`src/rtl/pc_sequencer.sv`:
```
// Instruction fetch and PC sequencer: fetches 16-bit words over a req/ack handshake,
// presents them for one execute cycle, and updates pc/ra from the decoder's response.
// Optional fetch watchdog enabled by defining PC_SEQ_WATCHDOG_EN.
module pc_sequencer #(
    parameter int unsigned ADDR_W   = 11,
    parameter int unsigned WDOG_MAX = 255
) (
    input  logic              clk,
    input  logic              rst,
    input  logic              run,
    output logic              imem_req,
    output logic [ADDR_W-1:0] imem_addr,
    input  logic [15:0]       imem_rdata,
    input  logic              imem_ack,
    output logic [15:0]       IR,
    output logic              ir_valid,
    input  logic [1:0]        choosePCUpdate,
    input  logic              ldRA,
    output logic [ADDR_W-1:0] pc,
    output logic [ADDR_W-1:0] ra,
    output logic              halted,
    output logic              fault
);

    typedef enum logic [1:0] {
        IDLE  = 2'd0,
        FETCH = 2'd1,
        EXEC  = 2'd2,
        HALT  = 2'd3
    } seqState_t;

    localparam logic [1:0] SelHalt = 2'd0;
    localparam logic [1:0] SelJump = 2'd1;
    localparam logic [1:0] SelNext = 2'd2;
    localparam logic [1:0] SelRet  = 2'd3;

    if (ADDR_W == 0 || ADDR_W > 11 || WDOG_MAX == 0 || WDOG_MAX > 255) begin : gBadParams
        $error("pc_sequencer: ADDR_W must be 1..11 and WDOG_MAX 1..255");
    end

    seqState_t         state;
    logic [ADDR_W-1:0] pcPlusOne;

    assign pcPlusOne = pc + ADDR_W'(1);
    assign imem_addr = pc;

`ifdef PC_SEQ_WATCHDOG_EN
    localparam int unsigned WdogW    = 8;
    localparam logic [WdogW-1:0] WdogLast = WdogW'(WDOG_MAX - 1);

    logic [WdogW-1:0] wdogCnt;
`else
    assign fault = 1'b0;
`endif

    // Sequencer FSM; all control outputs are registered alongside the state.
    always_ff @(posedge clk or posedge rst) begin
        if (rst) begin
            state    <= IDLE;
            pc       <= '0;
            ra       <= '0;
            IR       <= 16'h0000;
            ir_valid <= 1'b0;
            imem_req <= 1'b0;
            halted   <= 1'b0;
`ifdef PC_SEQ_WATCHDOG_EN
            wdogCnt  <= '0;
            fault    <= 1'b0;
`endif
        end else begin
            ir_valid <= 1'b0;
            case (state)
                IDLE: begin
                    if (run) begin
                        state    <= FETCH;
                        imem_req <= 1'b1;
`ifdef PC_SEQ_WATCHDOG_EN
                        wdogCnt  <= '0;
`endif
                    end
                end

                FETCH: begin
                    if (imem_ack) begin
                        IR       <= imem_rdata;
                        ir_valid <= 1'b1;
                        imem_req <= 1'b0;
                        state    <= EXEC;
`ifdef PC_SEQ_WATCHDOG_EN
                    end else if (wdogCnt == WdogLast) begin
                        // Memory never answered: stop for good and flag it.
                        imem_req <= 1'b0;
                        halted   <= 1'b1;
                        fault    <= 1'b1;
                        state    <= HALT;
                    end else begin
                        wdogCnt  <= wdogCnt + WdogW'(1);
`endif
                    end
                end

                EXEC: begin
                    if (ldRA) begin
                        ra <= pcPlusOne;
                    end
                    // A return reads ra before any same-cycle link update lands.
                    case (choosePCUpdate)
                        SelJump: pc <= IR[ADDR_W-1:0];
                        SelNext: pc <= pcPlusOne;
                        SelRet:  pc <= ra;
                        default: pc <= pc;
                    endcase
                    if (choosePCUpdate == SelHalt) begin
                        halted <= 1'b1;
                        state  <= HALT;
                    end else begin
                        imem_req <= 1'b1;
                        state    <= FETCH;
`ifdef PC_SEQ_WATCHDOG_EN
                        wdogCnt  <= '0;
`endif
                    end
                end

                HALT: begin
                    state <= HALT;
                end

                default: begin
                    state    <= IDLE;
                    imem_req <= 1'b0;
                end
            endcase
        end
    end

endmodule

```
`config.mk`:
```
export PLATFORM = sky130hd
export DESIGN_NAME = pc_sequencer
export DESIGN_NICKNAME = d
export VERILOG_FILES = /design/src/rtl/pc_sequencer.sv
export SDC_FILE = /design/constraint.sdc
export NUM_CORES = 1
export LEC_CHECK = 0
export BUFFER_PORTS_ARGS = -buffer_cell sky130_fd_sc_hd__buf_4
export CAP_MARGIN = 10
export CORE_UTILIZATION = 50
export DETAILED_ROUTE_END_ITERATION = 8
export PLACE_DENSITY = 0.79
export SYNTH_ARGS = -nofsm -noshare
export SYNTH_HDL_FRONTEND = slang
export SYNTH_SLANG_ARGS = --single-unit
```
`constraint.sdc`:
```
create_clock -name clk -period 1.75 [get_ports clk]
set_input_delay 0.175 -clock clk [delete_from_list [all_inputs] [get_ports clk]]
set_output_delay 0.175 -clock clk [all_outputs]
set_load 0.05 [all_outputs]
```
Yosys cells after proc, flatten, opt, wreduce, memory -nomap -nowiden --
Cells that the tools add are included.
Word-level totals: flip-flop bits (word level) 43, input port bits 23, output and inout port bits 53, logic and storage cells 38
Cells by class: $add $sub $neg 1, eq/ne operators 9, mux-type cells 11, reduce and logical (&&, ||, !) cells 10
Operators by type and width (count):
- one-hot mux 11 bit (3 select lines) | 1
- adder 11 x 1 -> 11 bit (second input constant) | 1
- AND reduction 2 bit | 5
- equality test 2 bit (second input constant) | 4
- one-hot mux 2 bit (4 select lines) | 1
- 2-to-1 mux 2 bit | 3
- inequality test 2 bit (second input constant) | 3
- nonzero test 3 bit | 2
- 2-to-1 mux 1 bit | 5
- equality test 2 x 1 -> 1 bit (second input constant) | 2
- zero test 2 bit | 2
- AND reduction 4 bit | 1
- one-hot mux 1 bit (3 select lines) | 1

Longest topological paths before layout --
Gate-level depths: netlist of the first run.
depth after elaboration 3, mapped depth 6, gate-level depth less buffers 5

Least setup slack after synthesis of the first run --
No wires, ideal clock.
path type flip-flop to flip-flop, start point register pc[0] (netlist: imem_addr[0]), end point register pc[10] (netlist: imem_addr[10]), library setup time 0.124 ns, arrival 1.648 ns, data required time 1.626 ns, slack -0.021 ns, stages on the path, launching flop included 6, path buffers 0, clock period less this slack 1.771 ns, cell sequence dfrtp_1 > ha_1 > nand3_2 > nor4_4 > o21ai_0 > o2bb2ai_1
On the way: word-level cells in the longest chain between the ends 2
RTL lines:
- from (decl) | line 19 | output logic [ADDR_W-1:0] pc,
- from (signal assigned) | line 108 | SelJump: pc <= IR[ADDR_W-1:0];
- from (signal assigned) | line 109 | SelNext: pc <= pcPlusOne;
- from (signal assigned) | line 110 | SelRet: pc <= ra;
- adder 11 x 1 -> 11 bit | line 44 | assign pcPlusOne = pc + ADDR_W'(1);
- one-hot mux 11 bit (3 select lines) | line 107 | case (choosePCUpdate)
No other way between the ends. A chain may end at the register's enable or synchronous reset.

Final worst setup path of the first run --
start point register pc[1] (netlist: imem_addr[1]), end point register pc[10] (netlist: imem_addr[10])
The elaborated chain is that of the path after synthesis.

==> results of run 1 <==
==> through the flow <==
step                      std cells  hold WS [ns]  total power (uW)  util [%]  area (sq um)
after detailed placement        326        0.3459              4151     65.64          2720
after floorplan                 220        0.2918              3433         -          2221
after CTS                       334       0.01581              4859     68.15          2824
after global placement          326        0.3425              4105     65.64          2720
final                           334     -0.003406              4825     68.15          2824
after global routing            334       0.05423              5078     68.15          2824
==> layout by cell type, fill, tap and decap left out, types with 2 or more instances in the layout <==
cell / instances
a21oi_1: 9
dfrtp_1: 42
nor2_1: 8
buf_4: 79
o22a_1: 2
o21ai_2: 3
a31oi_1: 4
nand3_1: 5
o2bb2ai_1: 3
nand2b_1: 3
mux2_1: 14
and3_1: 5
clkbuf_8: 7
nand2_2: 2
xnor2_1: 7
o21ai_0: 15
nand2_1: 23
xor2_1: 2
inv_1: 5
nor2b_1: 4
o21ai_1: 18
==> kinds of logic (layout without fill, tap and decap cells) <==
logic type | after synthesis | after routing
AO/OA/AOI/OAI | 63 | 63
XOR/XNOR | 9 | 9
adder cells (fa/ha/maj) | 1 | 1
buffers and inverters | 29 | 93
flip-flops | 43 | 43
multiplexers | 15 | 15
other | 1 | 1
AND/OR/NAND/NOR | 59 | 59
==> sequential cells by signal (all words and copies together), names as in the netlist <==
register and cells:
imem_addr 11, ra 11, imem_req 1, halted 1, IR 16, ir_valid 1
state 2
==> power by group through the flow <==
stage | clock, uW | combinational, uW | sequential, uW
final | 701 | 2530 | 1600
after global routing | 763 | 2660 | 1650
after CTS | 718 | 2540 | 1600
after detailed placement | 0 | 2540 | 1610
after global placement | 0 | 2510 | 1590
after floorplan | 0 | 817 | 2620
==> path summary, 6_finish.rpt <==
| path | start | endpoint | slack (ns) | cells after the start |
|---|---|---|---|---|
| setup / recovery | imem_addr[1] | imem_addr[10] | 0.20 | 5 |
| max in group asynchronous | rst | imem_addr[0] | 1.35 | 3 |
| min in group clk | imem_rdata[10] | IR[10] | 0.08 | 3 |
| hold reg to reg | halted | halted | 0.48 | 1 |
| hold / removal | rst | IR[2] | -0.003 | 3 |
| setup reg to reg | imem_addr[1] | imem_addr[10] | 0.20 | 5 |
==> per-layer routing <==
layer  vias up  track usage [%]  part of all wire [%]
met3         5            6.908                   5.9
li1        878                -                     -
met4         0            8.333                   1.1
met1       881            30.61                    44
met2        61            40.56                    49
met5         -                0                     0
==> critical path: cells and delay by family, from the launching register on <==
family / cells / cell delay (ns)
AND/OR/NAND/NOR: 2 / 0.45
flip-flops: 1 / 0.43
adder cells (fa/ha/maj): 1 / 0.27
AO/OA/AOI/OAI: 2 / 0.27
==> area by class of cell <==
| cell class | count | area share (%) |
|---|---|---|
| sequential | 43 | 38.15 |
| multi-input combinational | 148 | 34.16 |
| timing repair buffer | 79 | 21.00 |
| clock buffer | 7 | 3.412 |
| tap | 50 | 2.215 |
| inverter | 6 | 0.7975 |
| clock inverter | 1 | 0.2658 |
==> results.sh, run 1 <==
export IMPL_routabilityCongestion=0.7943
export IMPL_skew_ns=0.003366
export IMPL_status="finished, violations left"
export IMPL_ys_ff_latch=43
export IMPL_gr_usage_all_layers_pct=24.52
export IMPL_routed_via_density=5.464
export IMPL_synth_edf_count=0
export IMPL_grt_overflow=0
export IMPL_criticalPathCategory="reg -> reg"
export IMPL_ff_latch_area_sq_mm=0.001077
export IMPL_cp_data_required_time_ns=1.92
export IMPL_avgRoutedWirePerCell_microns=15.09
export IMPL_grt_pass1_vias=1830
export IMPL_core_area_sq_mm=0.004144
export IMPL_slew_violations=0
export IMPL_cp_slowest_stage_delay_ns=0.43
export IMPL_cts_max_level=2
export IMPL_ys_seq_area_share_pct=48.48
export IMPL_hold_viol=6
export IMPL_synth_fp_nets=244
export IMPL_p_sw_share_pct=49.91
export IMPL_io_pins=76
export IMPL_p_clk_share_pct=14.5
export IMPL_grt_pass1_wl_microns=8418
export IMPL_multiInputGateArea_sq_um=964.7
export IMPL_slowest_stage="dfrtp_1"
export IMPL_cts_setup_buffers=0
export IMPL_cts_clk_slew_worst_paths_ns=0.08
export IMPL_wirelength_microns=5040
export IMPL_grt_antenna_before_repair=0
export IMPL_start_kind="flip-flop"
export IMPL_tightest_slew_ns=0.5702
export IMPL_syn2layout_area_growth_pct=27.23
export IMPL_synth_most_common_cell="dfrtp_1"
export IMPL_rows=23
export IMPL_cts_buffers=5
export IMPL_diodes=0
export IMPL_violations="negative hold slack"
export IMPL_layout_setup_ws_ns=0.1980
export IMPL_powerDensity_mw_per_mm2=1708
export IMPL_synth_compound_area_share_pct=17.14
export IMPL_synthArstFlopShare_pct=100.0
export IMPL_cp_end_kind="flip-flop"
export IMPL_arrival_ns=1.72
export IMPL_hold_class="in -> async"
export IMPL_netSwitchingPower_uw=2408
export IMPL_fill_cells=331
export IMPL_grt_max_degree=44
export IMPL_drc=0
export IMPL_synth_area_leaders="dfrtp_1 48%, mux2_1 7.1%, buf_4 4.7%"
export IMPL_post_cts_resized=0
export IMPL_rsz0062_at_grt="false"
export IMPL_timing_fmax_mhz=644.3
export IMPL_first_iter_violations=162
export IMPL_syn_inst=220
export IMPL_peakVddDrop_v=0.0009098
export IMPL_final_antenna_net_count=0
export IMPL_synthAdderAreaFrac_pct=0.5637
export IMPL_finalSetupTns_ns=0
export IMPL_min_period_ns=1.552
export IMPL_yosys_area_share_simple_pct=14.49
export IMPL_drive_gt1_share_pct=34.86
export IMPL_synthDistinctLibCells=43
export IMPL_pwr_share_seq_pct=33.1
export IMPL_synth_top_family_by_area="compound AO/OA/AOI/OAI gates"
export IMPL_initial_utilization_pct=53.56
export IMPL_vias=1825
export IMPL_die_x_microns=68.63
export IMPL_cts_root_buf="clkbuf_8"
export IMPL_clock_sinks=43
export IMPL_ys_warn_count=0
export IMPL_fp_dieH_microns=68.63
export IMPL_clk_path_buf_depth=2
export IMPL_synth_top_cell_area_share_pct=48.48
export IMPL_clk_latency_ns=0.30
export IMPL_dr_pass1_iters=8
export IMPL_io_buffers=74
export IMPL_post_place_ws_ns=0.2118
export IMPL_maxSlewHeadroom_pct=61.98
export IMPL_p_int_uw=2416
export IMPL_p_comb_share_pct=52.4
export IMPL_yosys_area_top_type="dfrtp_1"
export IMPL_power_leakage_uw=0.001339
export IMPL_layout_nets=307
export IMPL_ys_top_cells_by_count="43 x dfrtp_1, 23 x nand2_1, 18 x o21ai_1"
export IMPL_path_max_fanout=7
export IMPL_cp_cell_sequence="ha_1 > nand3_2 > nor4_4 > o21ai_0 > o2bb2ai_1"
export IMPL_synth_xor_area_share_pct=3.551
export IMPL_hpwl_microns=3645
export IMPL_netlist_area_sq_mm=0.002220
export IMPL_final_period_utilization_pct=88.68
export IMPL_drv_cap=0
export IMPL_setup_violations=0
export IMPL_synth_mux_area_fraction_pct=7.554
export IMPL_cts_tree="built"
export IMPL_cts_hold_buf=0
export IMPL_holdWs_ns=-0.003406
export IMPL_die_area_sq_mm=0.004709
export IMPL_avgSynthCellArea_sq_um=10.09
export IMPL_ys_flop_type="dfrtp_1"
Note: power is estimated with default switching activity, not from simulation.
==> run 2: changes to the inputs <==
CELL_PAD_IN_SITES_DETAIL_PLACEMENT = 1   (was default)
CELL_PAD_IN_SITES_GLOBAL_PLACEMENT = 1   (was default)
CORE_UTILIZATION = 37   (was 50)
PLACE_DENSITY = 0.78   (was 0.79)
==> run 2 against run 1 <==
Effect of this change: die area is 34% higher; combinational power about the same; worst setup slack gained 0.0028 ns; the flow now finishes without violations; largest power group unchanged; first-iteration DRC count is 48% lower; via count grew 1.4%; total power up 2.6%; global-route usage is 3.9 points lower; largest cell class unchanged; core utilization shrank 17 points.
==> results.sh, run 2 (synthesized netlist as in run 1, its figures left out) <==
export IMPL_cts_max_level=2
export IMPL_powerDensity_mw_per_mm2=1713
export IMPL_p_int_uw=2515
export IMPL_hpwl_microns=4312
export IMPL_io_pins=76
export IMPL_initial_utilization_pct=39.34
export IMPL_finalSetupTns_ns=0
export IMPL_tightest_slew_ns=0.5935
export IMPL_hold_class="in -> reg"
export IMPL_maxSlewHeadroom_pct=60.43
export IMPL_die_x_microns=79.46
export IMPL_drive_gt1_share_pct=35.44
export IMPL_cts_root_buf="clkbuf_8"
export IMPL_routabilityCongestion=0.7770
export IMPL_grt_overflow=0
export IMPL_cts_setup_buffers=0
export IMPL_timing_fmax_mhz=645.5
export IMPL_syn2layout_area_growth_pct=30.21
export IMPL_setup_violations=0
export IMPL_r2r_start="imem_addr[2]"
export IMPL_status="finished, final reports clean"
export IMPL_min_to="IR[3]"
export IMPL_cp_end_kind="flip-flop"
export IMPL_wirelength_microns=5871
export IMPL_criticalPathCategory="reg -> reg"
export IMPL_regToRegSetupSlack_ns=0.20
export IMPL_final_common_cell="buf_4"
export IMPL_grt_max_degree=27
export IMPL_netSwitchingPower_uw=2436
export IMPL_layout_nets=308
export IMPL_cts_clk_slew_worst_paths_ns=0.08
export IMPL_skew_ns=0.005886
export IMPL_vias=1851
export IMPL_final_cell_mix="78 x buf_4, 42 x dfrtp_1, 23 x nand2_1"
export IMPL_rows=27
export IMPL_core_area_sq_mm=0.005642
export IMPL_r2r_end="imem_addr[7]"
export IMPL_cts_tree="built"
export IMPL_clock_sinks=43
export IMPL_cts_buffers=5
export IMPL_drv_cap=0
export IMPL_pwr_share_seq_pct=32.5
export IMPL_grt_pass1_wl_microns=9846
export IMPL_hp_start="imem_rdata[3]"
export IMPL_rsz0062_at_grt="false"
export IMPL_fp_dieH_microns=79.46
export IMPL_holdWs_ns=0.08433
export IMPL_path_max_fanout=9
export IMPL_avgRoutedWirePerCell_microns=16.45
export IMPL_top_register="IR"
export IMPL_cp_data_required_time_ns=1.98
export IMPL_p_sw_share_pct=49.20
export IMPL_post_cts_resized=0
export IMPL_clk_latency_ns=0.30
export IMPL_start_kind="flip-flop"
export IMPL_hold_depth=3
export IMPL_min_period_ns=1.549
export IMPL_arrival_ns=1.78
export IMPL_die_area_sq_mm=0.006313
export IMPL_routed_via_density=5.185
export IMPL_r2r_cells=4
export IMPL_final_period_utilization_pct=88.53
export IMPL_largest_reg_flops=16
export IMPL_clk_path_buf_depth=2
export IMPL_first_iter_violations=85
export IMPL_hold_viol=0
export IMPL_grt_antenna_before_repair=0
export IMPL_p_comb_share_pct=51.0
export IMPL_diodes=0
export IMPL_dr_pass1_iters=4
export IMPL_drc=0
export IMPL_power_leakage_uw=0.001360
export IMPL_slew_violations=0
export IMPL_grt_pass1_vias=1968
export IMPL_io_buffers=74
export IMPL_gr_usage_all_layers_pct=20.61
export IMPL_p_clk_share_pct=16.5
export IMPL_peakVddDrop_v=0.0007394
export IMPL_final_antenna_net_count=0
run 2: cell types whose count changed in the layout (fill, tap and decap cells not counted), sizes merged:
cell	before	now
clkinvlp	1	0
clkbuf	7	6
bufinv	0	1
dlygate4sd3	0	1
inv	5	6
run 2: cell type report:
type	instances	area (sq um)
sequential	43	1077
timing repair buffer	80	615.6
multi-input combinational	148	967.2
clock buffer	6	82.58
tap	72	90.09
fill	653	2751
clock inverter	2	35.03
inverter	6	22.52
run 2: power by group through the flow:
stage                     clock network (uW)  registers [uW]  logic (uW)
after global placement                     0            1600        2510
after floorplan                            0            2620         817
final                                    816            1610        2530
after detailed placement                   0            1630        2550
after global routing                     888            1650        2660
after CTS                                835            1610        2560
run 2: worst max-delay path, cell delays in order (launching register included):
cell	delay, ns
dfrtp_1	0.47
and3_1	0.41
nand3_1	0.20
o31a_1	0.29
o21ai_2	0.11
run 2: what timing repair did:
action	CTS	global route
endpoints found under the hold margin	17	0
endpoints found under the setup margin	0	0
hold buffers	1	0
run 2: worst max path at each step:
| stage | start | to | slack [ns] | depth (start not counted) |
|---|---|---|---|---|
| final | imem_addr[2] | imem_addr[7] | 0.20 | 4 |
| after global routing | imem_addr[0] | imem_addr[10] | 0.007 | 5 |
| after CTS | imem_addr[0] | imem_addr[10] | 0.18 | 5 |
| after detailed placement | imem_addr[0] | imem_addr[10] | 0.20 | 5 |
| after global placement | imem_addr[0] | imem_addr[10] | 0.28 | 5 |
| after floorplan | imem_addr[1] | imem_addr[10] | 0.02 | 5 |
run 2: metrics by stage:
stage	instance area (sq um)	instances	util (%)	total power [uW]	worst slack [ns]
3_5_place_dp	2763	348	48.97	4180	0.1987
6_report	2890	357	51.23	4951	0.2008
4_1_cts	2890	357	51.23	5002	0.1800
5_1_grt	2890	357	51.23	5200	0.007321
2_1_floorplan	2221	220	-	3433	0.02159
3_3_place_gp	2763	348	48.97	4114	0.2819
run 2: layer usage:
metal | vias to the layer above | part of all wire (%) | global-route usage (%)
met2 | 46 | 51 | 34.53
met5 | - | 0 | 0
li1 | 881 | - | -
met1 | 918 | 43 | 26.70
met3 | 6 | 5.0 | 4.800
met4 | 0 | 0.90 | 5.091
==> run 3: changes to the inputs <==
SETUP_SLACK_MARGIN = 0.4   (was default)
==> run 3 against run 2 <==
Effect of this change: maximum frequency rose by 8.9%; critical endpoint is now imem_addr[4]; clock power fell by 25%; sequential cell count did not move; clock skew fell by 0.00057 ns; cell count rose by 5.9%; wire length rose by 13%; via count rose by 7.8%; register-to-register slack improved by 0.13 ns; core utilization rose by 4.3 points; sequential share of layout area fell by 2.6 points; global-route usage fell by 0.33 points.
==> results.sh, run 3 (synthesized netlist as in run 1, its figures left out) <==
export IMPL_cts_max_level=2
export IMPL_hold_viol=0
export IMPL_drv_cap=0
export IMPL_cts_root_buf="clkbuf_8"
export IMPL_hpwl_microns=4362
export IMPL_path_max_fanout=4
export IMPL_regToRegSetupSlack_ns=0.33
export IMPL_arrival_ns=1.60
export IMPL_drc=0
export IMPL_timing_fmax_mhz=702.8
export IMPL_gr_usage_all_layers_pct=20.28
export IMPL_routed_via_density=5.278
export IMPL_cts_tree="built"
export IMPL_grt_antenna_before_repair=0
export IMPL_peakVddDrop_v=0.0008347
export IMPL_postLayoutCoreUtil_pct=55.58
export IMPL_setup_violations=0
export IMPL_slew_violations=0
export IMPL_power_leakage_uw=0.001459
export IMPL_r2r_start="imem_addr[1]"
export IMPL_p_comb_share_pct=54.6
export IMPL_die_x_microns=79.46
export IMPL_vias=1995
export IMPL_final_period_utilization_pct=81.30
export IMPL_dr_pass1_iters=4
export IMPL_io_buffers=74
export IMPL_grt_overflow=0
export IMPL_diodes=0
export IMPL_avgRoutedWirePerCell_microns=17.61
export IMPL_worstSetupEndpoint="imem_addr[4]"
export IMPL_cp_data_required_time_ns=1.93
export IMPL_powerDensity_mw_per_mm2=1574
export IMPL_routabilityCongestion=0.7541
export IMPL_clk_path_buf_depth=2
export IMPL_rows=27
export IMPL_wirelength_microns=6656
export IMPL_r2r_cells=6
export IMPL_criticalPathCategory="reg -> reg"
export IMPL_layout_setup_ws_ns=0.3272
export IMPL_layout_nets=329
export IMPL_top_register="IR"
export IMPL_post_place_ws_ns=0.3003
export IMPL_final_antenna_net_count=0
export IMPL_cts_clk_slew_worst_paths_ns=0.08
export IMPL_p_int_uw=2440
export IMPL_io_pins=76
export IMPL_finalSetupTns_ns=0
export IMPL_initial_utilization_pct=39.34
export IMPL_grt_pass1_wl_microns=9763
export IMPL_start_kind="flip-flop"
export IMPL_skew_ns=0.005314
export IMPL_grt_max_degree=25
export IMPL_worstSetupStartpoint="imem_addr[1]"
export IMPL_largest_reg_flops=16
export IMPL_rsz0062_at_grt="true"
export IMPL_fp_dieH_microns=79.46
export IMPL_netSwitchingPower_uw=2496
export IMPL_cp_end_kind="flip-flop"
export IMPL_syn2layout_area_growth_pct=41.26
export IMPL_core_area_sq_mm=0.005642
export IMPL_grt_pass1_vias=2050
export IMPL_status="finished, final reports clean"
export IMPL_drive_gt1_share_pct=45.75
export IMPL_p_clk_share_pct=12.5
export IMPL_clock_sinks=43
export IMPL_min_period_ns=1.423
export IMPL_first_iter_violations=104
export IMPL_p_sw_share_pct=50.57
export IMPL_pwr_share_seq_pct=32.9
export IMPL_clk_latency_ns=0.30
export IMPL_final_common_cell="buf_4"
export IMPL_die_area_sq_mm=0.006313
export IMPL_hold_depth=3
export IMPL_hp_start="imem_rdata[8]"
export IMPL_cts_buffers=5
export IMPL_hold_class="in -> reg"
export IMPL_final_cell_mix="93 x buf_4, 33 x dfrtp_1, 21 x nand2_1, 21 x o21ai_1, 14 x mux2_1"
export IMPL_r2r_end="imem_addr[4]"
==> run 3: worst max-delay path: stages, from the launching register on <==
cell and delay [ns]:
dfrtp_2 0.44, ha_4 0.19, nand3_4 0.14, buf_6 0.14
nor3_4 0.03, a311oi_2 0.25, o21ai_1 0.10
==> run 3: power by group through the flow <==
stage / Clock [uW] / Sequential, uW / Combinational, uW
final: 616 / 1620 / 2700
after global routing: 672 / 1670 / 2820
after CTS: 633 / 1620 / 2630
after detailed placement: 0 / 1660 / 2560
after global placement: 0 / 1640 / 2530
after floorplan: 0 / 2640 / 828
==> run 3: per-stage QoR <==
step / area (sq um) / instances / hold WS (ns) / power, uW
after floorplan: 2266 / 220 / 0.2918 / 3467
after global placement: 2805 / 348 / 0.2426 / 4164
after detailed placement: 2805 / 348 / 0.2377 / 4219
after CTS: 2979 / 366 / 0.08295 / 4883
after global routing: 3136 / 378 / 0.07638 / 5166
final: 3136 / 378 / 0.08282 / 4936
==> run 3: cell type report <==
class,instances,area [sq um]
multi-input combinational,148,1062
clock buffer,8,80.08
timing repair buffer,101,792.0
tap,72,90.09
sequential,43,1089
fill,636,2506
inverter,6,22.52
==> run 3: worst min path at each step <==
| stage | endpoint | slack [ns] |
|---|---|---|
| 4_1_cts | IR[0] | 0.08 |
| 3_5_place_dp | ir_valid | 0.24 |
| 6_report | IR[8] | 0.08 |
| 3_3_place_gp | ir_valid | 0.24 |
| 2_1_floorplan | IR[10] | 0.29 |
| 5_1_grt | IR[0] | 0.08 |
==> run 3: repair_timing <==
action / in CTS / in global routing
hold buffers: 1 / 0
setup endpoints to repair: 22 / 32
setup buffers: 9 / 11
resized for setup: 7 / 17
hold endpoints to repair: 21 / 0
cloned: 0 / 1
pin swaps: 1 / 7
==> run 3: per-layer routing <==
metal	global-route usage, %	share of wire (%)
met3	4.000	4.8
met4	6.909	1.7
met5	0	0
met2	35.13	53
met1	24.98	40
